==> config.mk <==
export PLATFORM = sky130hd
export DESIGN_NAME = mux_2to1
export DESIGN_NICKNAME = d
export VERILOG_FILES = /design/src/rtl/mux_2to1.sv
export SDC_FILE = /design/constraint.sdc
export NUM_CORES = 1
export LEC_CHECK = 0
export CAP_MARGIN = 10
export CORE_AREA = 2 2 39 41
export CTS_BUF_LIST = sky130_fd_sc_hd__clkbuf_4 sky130_fd_sc_hd__clkbuf_8
export CTS_CLUSTER_DIAMETER = 30
export DETAILED_ROUTE_END_ITERATION = 16
export DIE_AREA = 0 0 41 43
export GPL_TIMING_DRIVEN = 0
export HOLD_SLACK_MARGIN = 0.12
export PLACE_DENSITY = 0.75
export SETUP_SLACK_MARGIN = 0.1
export SLEW_MARGIN = 20
export SYNTH_ARGS = -nofsm -noshare
export SYNTH_HDL_FRONTEND = slang
export SYNTH_SLANG_ARGS = --single-unit
==> constraint.sdc <==
create_clock -name clk -period 3.55 [get_ports clk]
set_input_delay 0.71 -clock clk [delete_from_list [all_inputs] [get_ports clk]]
set_output_delay 0.71 -clock clk [all_outputs]
set_load 0.02 [all_outputs]
==> src/rtl/mux_2to1.sv <==
// rtl/mux_2to1.sv - 2:1 data mux with optional output register, valid flag and select-change counter
module mux_2to1 #(
   parameter int WIDTH   = 1,
   parameter int REG_OUT = 1,
   parameter int CNT_W   = 8
) (
   input  logic             clk,
   input  logic             rst,
   input  logic             en,
   input  logic [WIDTH-1:0] a,
   input  logic [WIDTH-1:0] b,
   input  logic             sel,
   output logic [WIDTH-1:0] y,
   output logic             y_valid,
   output logic [CNT_W-1:0] sel_changes
);

   localparam logic [CNT_W-1:0] CNT_MAX = {CNT_W{1'b1}};

   logic [WIDTH-1:0] w_sel_data;
   logic             w_sel_changed;
   logic             r_sel_last;
   logic [CNT_W-1:0] r_sel_changes;

   assign w_sel_data    = sel ? b : a;
   assign w_sel_changed = (sel != r_sel_last);

   // Counter saturates rather than wrapping; sel_last tracks every enabled select.
   always_ff @(posedge clk) begin
      if (rst) begin
         r_sel_last    <= 1'b0;
         r_sel_changes <= '0;
      end else if (en) begin
         r_sel_last <= sel;
         if (w_sel_changed && (r_sel_changes != CNT_MAX)) begin
            r_sel_changes <= r_sel_changes + CNT_W'(1);
         end
      end
   end

   assign sel_changes = r_sel_changes;

   generate
      if (REG_OUT != 0) begin : g_reg_out
         logic [WIDTH-1:0] r_y;
         logic             r_y_valid;

         always_ff @(posedge clk) begin
            if (rst) begin
               r_y       <= '0;
               r_y_valid <= 1'b0;
            end else begin
               r_y_valid <= en;
               if (en) begin
                  r_y <= w_sel_data;
               end
            end
         end

         assign y       = r_y;
         assign y_valid = r_y_valid;
      end else begin : g_comb_out
         assign y       = w_sel_data;
         assign y_valid = en & ~rst;
      end
   endgenerate

endmodule

### Word-level counts from Yosys, hierarchy flattened

Cells that the tools add are included.

| word-level totals | value |
|---|---|
| bits in registers | 11 |
| input port bits | 6 |
| output and inout port bits | 10 |

| cells by class | value |
|---|---|
| $add $sub $neg | 1 |
| equality and inequality tests | 2 |
| mux-type cells | 1 |
| reductions and logical operators | 2 |

Operator list:

| cell | count |
|---|---|
| $add 8x1->8 const B | 1 |
| $ne 8x8->1 const B | 1 |
| $reduce_and 2->1 | 1 |
| $logic_and 1x1->1 | 1 |
| $mux 1 | 1 |
| $ne 1x1->1 | 1 |

### Longest topological paths before layout

Gate-level depths: netlist (run 1).

| logic depth | value |
|---|---|
| depth in word-level cells | 3 |
| depth in mapped cells | 6 |
| depth with buffers taken out | 5 |

### Worst setup path before layout (run 1)

No wires, ideal clock.

| path | value |
|---|---|
| path type | in2reg |
| start | input sel |
| end | register r_sel_changes[3], in the netlist sel_changes[3] |
| library setup time | 0.071 ns |
| arrival | 1.558 ns |
| required time | 3.479 ns |
| path slack | 1.922 ns |
| stages | 5 |
| path buffers | 1 |
| cell sequence | xor2_2 -> o211ai_2 -> buf_6 -> or3_1 -> a21oi_1 |

| on the way | value |
|---|---|
| longest elaborated chain between the ends | 3 |

Ends and longest elaborated chain:

| element | line | source |
|---|---|---|
| start: declaration | 12 | `input logic sel,` |
| $ne 1x1->1 | 26 | `assign w_sel_changed = (sel != r_sel_last);` |
| $logic_and 1x1->1 | 35 | `if (w_sel_changed && (r_sel_changes != CNT_MAX)) begin` |
| $reduce_and 2->1 (no line) | - |  |
| end signal: assignment | 36 | `r_sel_changes <= r_sel_changes + CNT_W'(1);` |
| end: declaration | 23 | `logic [CNT_W-1:0] r_sel_changes;` |

Every way passes these cells.
A chain may end at the register's enable or synchronous reset.

### Final worst setup path (run 1)

| path | value |
|---|---|
| start | register r_sel_changes[3], in the netlist sel_changes[3] |
| end | output sel_changes[3] |

RTL lines:

| element | line | source |
|---|---|---|
| end: declaration | 15 | `output logic [CNT_W-1:0] sel_changes` |

No word-level cell between the ends.

==> impl_metrics.env, run 1 <==
export IMPL_cp_arrival_ns=1.34
export IMPL_synthMuxAreaShare_pct=6.09
export IMPL_cts_root_buffer="clkbuf_4"
export IMPL_start_util_pct=35.6
export IMPL_yosysTopAreaCellShare_pct=44.7
export IMPL_grt_pass1_vias=392
export IMPL_num_vias=450
export IMPL_grtUsageMet2_pct=18.1
export IMPL_final_common_cell="clkdlybuf4s50_1"
export IMPL_path_class="register to output port"
export IMPL_fp_dieW_um=41
export IMPL_syn_instance_count=52
export IMPL_cts_htree_levels=1
export IMPL_cts_hold_buffers=0
export IMPL_slowest_stage="clkdlybuf4s50_1"
export IMPL_gr_total_overflow=0
export IMPL_setup_viol_count_final=0
export IMPL_cts_sinks=11
export IMPL_die_area_um2=1760
export IMPL_grt_max_degree=11
export IMPL_stdcell_area_um2=693
export IMPL_worst_pin_slew_ns=0.441
export IMPL_drv_cap=0
export IMPL_clk_latency_ns=0.27
export IMPL_fin_setup_tns_ns=0
export IMPL_fin_crit_ns=2.05
export IMPL_cts_resized=0
export IMPL_ant_nets=0
export IMPL_drtIter0Drc=7
export IMPL_diodes=0
export IMPL_drt_pass1_iterations=4
export IMPL_irDropWorstVdd_mv=0.136
export IMPL_synthToLayoutAreaGrowth_pct=40.6
export IMPL_grt_use_met1_pct=18.1
export IMPL_fin_crit_sh_pct=57.8
export IMPL_use_met3_pct=3.14
export IMPL_path_delay_family="buffers and inverters"
export IMPL_synthAdderAreaFrac_pct=2.54
export IMPL_avgSynthCellArea_um2=9.48
export IMPL_drive_gt1_share_pct=9.86
export IMPL_placed_area_um2=663
export IMPL_postCtsSetupBuffers=0
export IMPL_finish_utilization_pct=50.1
export IMPL_cp_required_ns=2.84
export IMPL_post_drt_via_cell_ratio=5.17
export IMPL_synth_seq_cells=11
export IMPL_port_buffers=15
export IMPL_path_max_fanout=7
export IMPL_gp_congestion=0.744
export IMPL_place_inst=83
export IMPL_critPathMaxStageDelay_ns=0.64
export IMPL_final_cell_mix="15 x clkdlybuf4s50_1, 11 x dfxtp_1, 5 x a21oi_1, 4 x nor2_1, 4 x clkbuf_4"
export IMPL_ys_types=22
export IMPL_holdCritPathClass="register to register"
export IMPL_leakage_uw=0.000243
export IMPL_grt_pass1_wl_um=1650
export IMPL_rsz0062_at_grt="false"
export IMPL_fillers=137
export IMPL_end_kind="output port"
export IMPL_cp_cell_sequence="clkdlybuf4s50_1"
export IMPL_finalNonFillerCells=87
export IMPL_synth_seq_area_share_pct=44.7
export IMPL_synth_area_leaders="dfxtp_1 45%, mux2i_1 6.1%, a21oi_1 5.1%, or3_1 3.8%, xor2_2 3.3%"
export IMPL_cts_max_path_buffers=2
export IMPL_slew_headroom_pct=70.6
export IMPL_chipHeight_um=43
export IMPL_yosysTopAreaCell="dfxtp_1"
export IMPL_grtUsageTotal_pct=14.2
export IMPL_finalNetCount=79
export IMPL_outcome="completed"
export IMPL_finalHoldViolCount=0
export IMPL_core_area_um2=1380
export IMPL_skew_ns=0.00979
export IMPL_drc=0
export IMPL_syn_area_um2=493
export IMPL_tritoncts="done"
export IMPL_syn_nets=59
export IMPL_ys_warn_count=0
export IMPL_antenna_found_initial=0
export IMPL_gr_max_usage_layer="met2"
export IMPL_path_buf_inv=1
export IMPL_dp_hpwl_um=714
export IMPL_drt_wirelength_per_cell_um=11.7
export IMPL_r2r_slack_ns=2.03
export IMPL_fmax_ghz=0.487
export IMPL_row_count=14
export IMPL_synth_compound_area_share_pct=16.8
export IMPL_synth_xor_area_share_pct=5.08
export IMPL_holdWs_ns=0.504
export IMPL_start_kind="register"
export IMPL_numCtsBuffers=3
export IMPL_yosys_area_share_simple_pct=20.3
export IMPL_wirelength_um=1020
export IMPL_ios=16
export IMPL_clkTransAtPathRegs_ns=0.08
export IMPL_finalMaxSlewViolations=0
export IMPL_p_per_area_nw_per_um2=376
export IMPL_synth_top_family_by_area="simple AND/OR/NAND/NOR gates"
[state kept, by name, summed over array words and instances, names as in the netlist]
signal / count
sel_changes: 8
y_valid: 1
y: 1
r_sel_last: 1
[metrics by stage]
stage	setup WS (ns)	power [µW]
2_1_floorplan	1.92	152
3_3_place_gp	1.27	168
3_5_place_dp	1.25	169
4_1_cts	1.50	262
5_1_grt	1.41	272
6_report	1.50	261
[synthesized netlist by cell type (all sizes together)]
| library cell | instances |
|---|---|
| xor2 | 2 |
| nor2 | 4 |
| o31ai | 2 |
| nor3 | 1 |
| a211oi | 2 |
| or3 | 3 |
| nand2 | 1 |
| nand3 | 3 |
| mux2i | 3 |
| clkbuf | 1 |
| nor2b | 1 |
| buf | 1 |
| o211ai | 1 |
| and4 | 1 |
| o21ai | 3 |
| nand4 | 2 |
| inv | 2 |
| dfxtp | 11 |
| or4 | 2 |
| a21oi | 5 |
| ha | 1 |
[cell type report]
class / instances / area (µm²) / share of cell area (%)
flip-flops and latches: 11 / 220 / 31.8
clock buffers: 4 / 30.0 / 4.33
plain buffers: 2 / 15.0 / 2.17
multi-input cells: 37 / 250 / 36.1
repair buffers: 15 / 150 / 21.7
well taps: 16 / 20.0 / 2.89
inverters: 2 / 7.51 / 1.08
[worst paths after layout]
check        depth (start not counted)      startpoint             end
max                                  1  sel_changes[3]  sel_changes[3]
max reg2reg                          6  sel_changes[0]  sel_changes[3]
min                                  2  sel_changes[6]  sel_changes[6]
min reg2reg                          2  sel_changes[6]  sel_changes[6]
[worst min-delay path: stages (launching register included)]
cell	delay, ns
dfxtp_1	0.33
inv_1	0.07
a211oi_1	0.06
[routing by layer]
| metal | share of wire [%] | wire [µm] |
|---|---|---|
| met2 | 44 | 447 |
| met3 | 4.2 | 43 |
| met1 | 47 | 480 |
| met4 | 4.3 | 44 |
| met5 | 0 | 0 |
[cell families (layout without fill, tap and decap cells)]
logic type,count (synthesis),in the layout
muxes,3,3
buffers and inverters,4,23
xor gates and xnor gates,2,2
adders and majority gates,1,1
AOI/OAI and AO/OA,13,13
and+or+nand+nor,18,18
DFF,11,11
[report_power, final]
group	leakage, µW	switching, µW	total (µW)	internal [µW]
clock network	0.0000184	43.7	94.9	51.2
registers	0.0000896	3.35	131	127
logic	0.000135	16.8	34.9	18.1
(Power assumes the default switching activity.)
==> run 2, diff against run 1 <==
clock period = 2 ns   (was 3.55 ns; I/O delays follow)
==> results of run 2 <==
The final DEF is identical to that of run 1. Status: completed.
Main changes from that run: setup slack after placement 1.25 ns -> 0.0140 ns; setup slack after layout 1.50 ns -> 0.257 ns; register-to-register setup slack 2.03 ns -> 0.48 ns; total power 261 µW -> 463 µW; worst IR drop on VDD 0.136 mV -> 0.242 mV
==> run 3, diff against run 2 <==
--- a/constraint.sdc
+++ b/constraint.sdc
@@ -3,2 +3,2 @@
 set_output_delay 0.4 -clock clk [all_outputs]
-set_load 0.02 [all_outputs]
+set_load 0.01 [all_outputs]
==> results of run 3 <==
The final DEF is identical to that of run 1. Status: completed.
Main changes from that run: setup slack after placement 1.25 ns -> 0.0140 ns; setup slack after layout 1.50 ns -> 0.278 ns; start point of the critical path sel_changes[3] -> sel; register-to-register setup slack 2.03 ns -> 0.48 ns; total power 261 µW -> 458 µW; worst IR drop on VDD 0.136 mV -> 0.242 mV
